==> src/rtl/ram_arbiter_pkg.sv <==
// Shared encodings for the RAM arbiter: RAM access direction and arbiter FSM states.
package ram_arbiter_pkg;

    typedef enum logic [1:0] {
        ST_INIT = 2'd0,
        ST_OWN0 = 2'd1,
        ST_OWN1 = 2'd2
    } arb_state_e;

    localparam logic RAM_WRITE = 1'b1;
    localparam logic RAM_READ  = 1'b0;

    function automatic arb_state_e owner_state(input logic sel1);
        if (sel1) begin
            return ST_OWN1;
        end else begin
            return ST_OWN0;
        end
    endfunction

endpackage

==> src/rtl/ram_arbiter_bram.sv <==
// Single-port block RAM wrapper with a one-cycle registered read port.
module ram_arbiter_bram
    import ram_arbiter_pkg::*;
#(
    parameter int addrBits = 8,
    parameter int dataBits = 16
) (
    input  logic                clk,
    input  logic                i_we,
    input  logic [addrBits-1:0] i_addr,
    input  logic [dataBits-1:0] i_wdata,
    output logic [dataBits-1:0] o_rdata
);

    logic [dataBits-1:0] r_mem [0:(1 << addrBits)-1];
    logic [dataBits-1:0] r_rdata;

    // Storage array and read register; read returns the pre-write contents.
    always_ff @(posedge clk) begin
        if (i_we == RAM_WRITE) begin
            r_mem[i_addr] <= i_wdata;
        end
        r_rdata <= r_mem[i_addr];
    end

    assign o_rdata = r_rdata;

endmodule

==> src/rtl/ram_arbiter.sv <==
// Two-requester arbiter in front of one single-port RAM, with a post-reset
// zero-clear sweep and bounded-burst fairness between the requesters.
module ram_arbiter
    import ram_arbiter_pkg::*;
#(
    parameter int addrBits = 8,
    parameter int dataBits = 16,
    parameter int maxBurst = 4
) (
    input  logic                clk,
    input  logic                resetN,
    input  logic                req0,
    input  logic                req1,
    input  logic                write0,
    input  logic                write1,
    input  logic [addrBits-1:0] addr0,
    input  logic [addrBits-1:0] addr1,
    input  logic [dataBits-1:0] wdata0,
    input  logic [dataBits-1:0] wdata1,
    output logic                ack0,
    output logic                ack1,
    output logic                rdValid0,
    output logic                rdValid1,
    output logic [dataBits-1:0] rdata,
    output logic                initDone
);

    localparam int                  BURST_W   = $clog2(maxBurst + 1);
    localparam logic [BURST_W-1:0]  BURST_MAX = BURST_W'(maxBurst);
    localparam logic [BURST_W-1:0]  BURST_ONE = BURST_W'(1'b1);
    localparam logic [BURST_W-1:0]  BURST_ZERO = {BURST_W{1'b0}};
    localparam logic [addrBits-1:0] ADDR_ONE  = addrBits'(1'b1);
    localparam logic [addrBits-1:0] ADDR_LAST = {addrBits{1'b1}};

    arb_state_e          r_state;
    logic [addrBits-1:0] r_clear_addr;
    logic [BURST_W-1:0]  r_burst;
    logic                r_init_done;
    logic                r_rd_valid0;
    logic                r_rd_valid1;

    arb_state_e          w_next_state;
    logic [addrBits-1:0] w_next_clear_addr;
    logic [BURST_W-1:0]  w_next_burst;
    logic                w_next_init_done;
    logic                w_owner1;
    logic                w_grant0;
    logic                w_grant1;
    logic                w_ram_we;
    logic [addrBits-1:0] w_ram_addr;
    logic [dataBits-1:0] w_ram_wdata;
    logic [dataBits-1:0] w_ram_rdata;

    assign w_owner1 = (r_state == ST_OWN1);

    // Next-state, grant and RAM-port selection.
    always_comb begin
        w_next_state      = r_state;
        w_next_clear_addr = r_clear_addr;
        w_next_burst      = r_burst;
        w_next_init_done  = r_init_done;
        w_grant0          = 1'b0;
        w_grant1          = 1'b0;
        w_ram_we          = RAM_READ;
        w_ram_addr        = {addrBits{1'b0}};
        w_ram_wdata       = {dataBits{1'b0}};

        case (r_state)
            ST_INIT: begin
                w_ram_we          = RAM_WRITE;
                w_ram_addr        = r_clear_addr;
                w_next_clear_addr = r_clear_addr + ADDR_ONE;
                // Leaving with a spent burst makes requester 0 win the first contention.
                if (r_clear_addr == ADDR_LAST) begin
                    w_next_state     = ST_OWN1;
                    w_next_burst     = BURST_MAX;
                    w_next_init_done = 1'b1;
                end else begin
                    w_next_state     = ST_INIT;
                end
            end
            ST_OWN0, ST_OWN1: begin
                if (req0 && req1) begin
                    if (r_burst >= BURST_MAX) begin
                        w_grant1 = ~w_owner1;
                    end else begin
                        w_grant1 = w_owner1;
                    end
                    w_grant0 = ~w_grant1;
                end else begin
                    w_grant0 = req0;
                    w_grant1 = req1;
                end

                if (w_grant0 || w_grant1) begin
                    if (w_grant1 == w_owner1) begin
                        w_next_burst = (r_burst >= BURST_MAX) ? BURST_MAX : (r_burst + BURST_ONE);
                    end else begin
                        w_next_burst = BURST_ONE;
                        w_next_state = owner_state(w_grant1);
                    end
                end else begin
                    w_next_burst = r_burst;
                end

                if (w_grant1) begin
                    w_ram_we    = write1 ? RAM_WRITE : RAM_READ;
                    w_ram_addr  = addr1;
                    w_ram_wdata = wdata1;
                end else if (w_grant0) begin
                    w_ram_we    = write0 ? RAM_WRITE : RAM_READ;
                    w_ram_addr  = addr0;
                    w_ram_wdata = wdata0;
                end else begin
                    w_ram_we    = RAM_READ;
                end
            end
            default: begin
                w_next_state      = ST_INIT;
                w_next_clear_addr = {addrBits{1'b0}};
                w_next_burst      = BURST_ZERO;
                w_next_init_done  = 1'b0;
            end
        endcase
    end

    // State, sweep counter, burst counter and read-valid registers.
    always_ff @(posedge clk or negedge resetN) begin
        if (!resetN) begin
            r_state      <= ST_INIT;
            r_clear_addr <= {addrBits{1'b0}};
            r_burst      <= BURST_ZERO;
            r_init_done  <= 1'b0;
            r_rd_valid0  <= 1'b0;
            r_rd_valid1  <= 1'b0;
        end else begin
            r_state      <= w_next_state;
            r_clear_addr <= w_next_clear_addr;
            r_burst      <= w_next_burst;
            r_init_done  <= w_next_init_done;
            r_rd_valid0  <= w_grant0 && (write0 == RAM_READ);
            r_rd_valid1  <= w_grant1 && (write1 == RAM_READ);
        end
    end

    ram_arbiter_bram #(
        .addrBits (addrBits),
        .dataBits (dataBits)
    ) u_bram (
        .clk     (clk),
        .i_we    (w_ram_we),
        .i_addr  (w_ram_addr),
        .i_wdata (w_ram_wdata),
        .o_rdata (w_ram_rdata)
    );

    assign ack0     = w_grant0;
    assign ack1     = w_grant1;
    assign rdValid0 = r_rd_valid0;
    assign rdValid1 = r_rd_valid1;
    assign rdata    = w_ram_rdata;
    assign initDone = r_init_done;

endmodule
==> config.mk <==
export PLATFORM = sky130hd
export DESIGN_NAME = ram_arbiter
export DESIGN_NICKNAME = d
export VERILOG_FILES = /design/src/rtl/ram_arbiter_pkg.sv /design/src/rtl/ram_arbiter_bram.sv /design/src/rtl/ram_arbiter.sv
export SDC_FILE = /design/constraint.sdc
export NUM_CORES = 2
export LEC_CHECK = 0
export ABC_AREA = 0
export CAP_MARGIN = 15
export CORE_ASPECT_RATIO = 1.4
export CORE_MARGIN = 2
export CORE_UTILIZATION = 45
export DETAILED_ROUTE_END_ITERATION = 7
export MAX_ROUTING_LAYER = met4
export PLACE_DENSITY = 0.72
export SLEW_MARGIN = 20
export SYNTH_ARGS = -nofsm -noshare
export SYNTH_HDL_FRONTEND = slang
export SYNTH_SLANG_ARGS = --single-unit
export TNS_END_PERCENT = 50
==> constraint.sdc <==
create_clock -name clk -period 12.4 [get_ports clk]
set_clock_uncertainty 0.05 [all_clocks]
set_input_delay 3.72 -clock clk [delete_from_list [all_inputs] [get_ports clk]]
set_output_delay 3.72 -clock clk [all_outputs]
set_load 0.005 [all_outputs]
==> metrics list <==
- Entering global routing, the biggest net connects between 200 and 300 pins.
- First-pass GRT wire length: between 600000 and 700000 µm
- Clock latency on the worst-skew pair, taken at its later pin, is 0.97 ns.
- Counting stages on the worst path, the most repeated cell is sky130_fd_sc_hd__buf_4.
* Category of the critical setup timing path: in2reg
- VDD sags by at most 122 µV.
- Largest stage delay on the critical path: approximately 0.81 ns
- Part of the cycle the worst path needs: 76.7%
- After clock tree synthesis, the flow added hold-fix buffers numbering 0.
- The total area inside the core boundary comes to 0.350 mm².
- For this block, the via count after detailed routing is approximately 83000.
- Maximum operating frequency: approximately 110 MHz
* Post-synthesis sequential element count: 4128
- Of the total power, the clock network draws 42.9%.
* Reg-to-reg critical path startpoint: r_state[0]
* Yosys Warn Count: 0
* Reported max-cap violation count: 1
* Leak: around 44 nW
- Sequential cells burn 57.0% of the power.
- In this run switching power makes up about 19% of total power.
* Net count of the mapped netlist: around 7300
- Critical path startpoint category: input port
* Internal power contribution: approximately 21 mW
- Hold Path Cell Cnt: 1
- Setup repair after global routing missed its margin: false
* Total Routing Usage GR: 26.8%
- Setup total negative slack on the finished layout was measured at 0 ns.
* R2R Setup Slk: roughly 5.1 ns
* Number of nets with antenna violations after routing: 0
- Clk sinks: 4128
- Termination of the worst setup path: u_bram.o_rdata[9]
* Share of layout cells above drive strength 1: 26.0%
* HPWL after DPL: 286000 µm
- Post-CTS clock slew at the launch and capture registers of the worst setup and hold paths: 0.07 ns
- Measured along the y axis, the die boundary spans ~700 µm.
- Leading cell types by total area after synthesis: sky130_fd_sc_hd__edfxtp_1 78%, sky130_fd_sc_hd__mux4_2 14%, sky130_fd_sc_hd__a22oi_1 1.5%
- The count of buffers added on input and output ports is 74.
- Power per cell area: between 100 and 150 mW/mm²
- The final reports fail on max-capacitance violations, max-slew violations.
- Max FO, Critical Path: between 40 and 50
- Once the clock tree was built, the resizer swapped 0 gates to a different size.
- Average size of a mapped cell: 21.8 µm²
- Number of cells produced by synthesis: between 7000 and 8000
* Count of flip-flops with a built-in enable after synthesis: about 4100
- Layout net count: slightly below 8000
* Worst setup margin: between 2 and 3 ns
- Routability cong.: around 1.0
- Min-Delay Path Class: reg2reg
- Minimum clock period: 9.52 ns
* Width of the die: 505 µm
- Measured against its own limit, the worst slew margin works out to -9.68%.
- Slew @ Worst Pin: between 1.5 and 2 ns
- Counting buffers and inverters, the worst setup path is 13 cells deep.
- STA classifies the critical path endpoint as a flip-flop.
* Setup Slack @ Placement: roughly 2.4 ns
* Number of global-route vias before repair: roughly 81000
- Logic pwr share: 0.1%
* Crit path from: req0
* Cell type group with the largest total delay on the critical path: compound AO/OA/AOI/OAI gates
- Async set-or-reset flop fraction in the synthesized netlist: less than 1%
* Net Sw Power: roughly 5.1 mW
- Final setup violating endpoints: 0
- Part of the Yosys area used for sequential elements: roughly 78%
* Starting density of the core: a little under half
- Buffer and inverter count on the worst path: 4
* Count of distinct cell types in the synthesized netlist: between 80 and 90
- The H-tree was split into 5 levels.
- Among all flip-flop cells after synthesis, the most frequent one is sky130_fd_sc_hd__edfxtp_1.
* WP data arrival: 10.27 ns
- Clock tree synthesis selected as its root buffer the cell sky130_fd_sc_hd__clkbuf_16.
- In this run the post-CTS setup repair buffer count came out at 0.
* Number of cells on the worst reg-to-reg path: 14
* Wire length per cell after detailed routing: ~37 µm
- Synthesized area: 0.158 mm²
- Violation count after the first detailed-route iteration: between 10000 and 15000
* DRC: 0
- TritonCTS built the clock tree.
* Synthesis-to-layout area growth: 13.1%
* Number of vias per cell after detailed routing: approximately 6.5
- Site Rows: between 200 and 300
* TritonCTS Buffers: approximately 360
- Walking the worst path, the cells encountered are clkdlybuf4s50_1 > and2_1 > o211ai_1 > a31oi_4 > buf_12 > buf_4 > buf_4 > mux4_2 > a31oi_1 > o22ai_1 > a21oi_1 > nand4_1 > or4b_1.
* Fraction of post-synthesis cell area in the top cell type by area: 77.7%
- The flow ran to the end, but the final reports show violations.
- Final Routed Wirelength: approximately 470000 µm
- Area enclosed by the die boundary: ~0.36 mm²
- Grt ovf: 0
* Final hold vios: 0
- The count of final max-slew check failures came to 3.
- The biggest area contributor in the post-synthesis netlist is sky130_fd_sc_hd__edfxtp_1.
- The pre-antenna-repair detailed-routing pass consisted of 6 iterations.
- Req. time, crit path: approximately 13 ns
- Buffer levels on the longest clock path: 4
- The number of antenna violations at the first check in global routing came to 46.
- The slowest stage of the critical path is the sky130_fd_sc_hd__a21oi_1 cell.
- In this run the count of I/O pins placed on the die edge is 75.
* Endpoint of the worst register-to-register path: u_bram.o_rdata[9]
[cell type report]
| cell class | instances | area, µm² |
|---|---|---|
| antenna | 77 | 193 |
| clock inverter | 232 | 2350 |
| inverter | 9 | 33.8 |
| clock buffer | 416 | 9290 |
| timing repair buffer | 532 | 4690 |
| sequential | 4128 | 124000 |
| fill | 26400 | 171000 |
| tap | 4662 | 5830 |
| multi-input combinational | 2701 | 33000 |
[cells in the final DEF (no fill, tap or decap), drive strengths merged, types with 17 or more instances in the layout]
master	netlist	final
nor3	51	51
nand3	94	94
clkinv	1	147
edfxtp	4096	4096
inv	8	25
clkdlybuf4s50	0	73
a21oi	205	205
bufinv	0	40
mux2i	76	76
a22oi	315	315
buf	282	459
o22ai	19	19
nor4	36	36
nor2	298	298
a22o	34	34
o21ai	30	30
clkbuf	155	416
clkinvlp	0	29
nand4	52	52
nand2	278	278
mux4	991	991
a32oi	28	28
o211ai	17	17
a31oi	21	21
diode	0	77
[cell usage after synthesis (19+ instances only)]
cell type / n
sky130_fd_sc_hd__nor2_1: 298
sky130_fd_sc_hd__buf_6: 33
sky130_fd_sc_hd__nand2_1: 278
sky130_fd_sc_hd__nand3_1: 94
sky130_fd_sc_hd__mux2i_1: 76
sky130_fd_sc_hd__nand4_1: 52
sky130_fd_sc_hd__buf_4: 37
sky130_fd_sc_hd__a21oi_1: 205
sky130_fd_sc_hd__a32oi_1: 28
sky130_fd_sc_hd__a22o_1: 34
sky130_fd_sc_hd__a22oi_1: 315
sky130_fd_sc_hd__nor4_1: 35
sky130_fd_sc_hd__buf_1: 55
sky130_fd_sc_hd__buf_2: 157
sky130_fd_sc_hd__o22ai_1: 19
sky130_fd_sc_hd__clkbuf_1: 155
sky130_fd_sc_hd__mux4_2: 991
sky130_fd_sc_hd__o21ai_0: 27
sky130_fd_sc_hd__edfxtp_1: 4096
sky130_fd_sc_hd__a31oi_1: 20
sky130_fd_sc_hd__nor3_1: 51
[how the worst min path moves through the flow]
stage	start	to
after detailed placement	r_clear_addr[6]	r_clear_addr[6]
after global placement	r_clear_addr[6]	r_clear_addr[6]
after global routing	r_clear_addr[6]	r_clear_addr[6]
after CTS	r_clear_addr[6]	r_clear_addr[6]
after floorplan	r_clear_addr[6]	r_clear_addr[6]
final	r_clear_addr[6]	r_clear_addr[6]
[state kept, by name, summed over array words and instances, names as in the netlist]
register	flops
rdValid0	1
u_bram.r_mem	4096
r_state	2
r_burst	3
rdValid1	1
r_clear_addr	8
u_bram.o_rdata	16
initDone	1
[power groups by stage]
| stage | Clock (mW) | Sequential [mW] | Combinational [mW] |
|---|---|---|---|
| final | 11.3 | 15.1 | 0.0237 |
| after global routing | 11.9 | 15.1 | 0.0250 |
| after CTS | 11.4 | 15.1 | 0.0239 |
| after detailed placement | 0 | 15.4 | 0.0238 |
| after global placement | 0 | 15.4 | 0.0236 |
| after floorplan | 0 | 15.4 | 0.00201 |
[metrics by stage]
stage	area, µm²	hold slack [ns]	instances	total power, mW	utilization, %
after floorplan	158000	0.436	7275	15.4	-
after global placement	167000	0.457	12000	15.4	47.7
after detailed placement	167000	0.472	12000	15.4	47.7
after CTS	179000	0.491	12700	26.5	51.0
after global routing	179000	0.540	12700	27.0	51.1
final	179000	0.501	12800	26.5	51.1
[logic make-up (layout without fill, tap and decap cells)]
family	after synthesis	in the layout	synth area share (%)
DFF	4128	4128	78.1
muxes	1069	1069	14.6
and+or+nand+nor	863	863	2.41
AOI/OAI and AO/OA	759	759	3.33
buffers and inverters	446	1189	1.43
adders and majority gates	6	6	0.0474
xor gates and xnor gates	4	4	0.0458
other	0	77	0
[layer usage]
metal	global-route usage, %	part of all wire, %	up-vias
li1	-	-	31800
met1	31.6	32	43600
met2	39.9	47	6720
met3	7.04	12	1356
met4	19.4	8.5	0
met5	-	0	-
No activity file was read; power rests on OpenSTA's default activity.
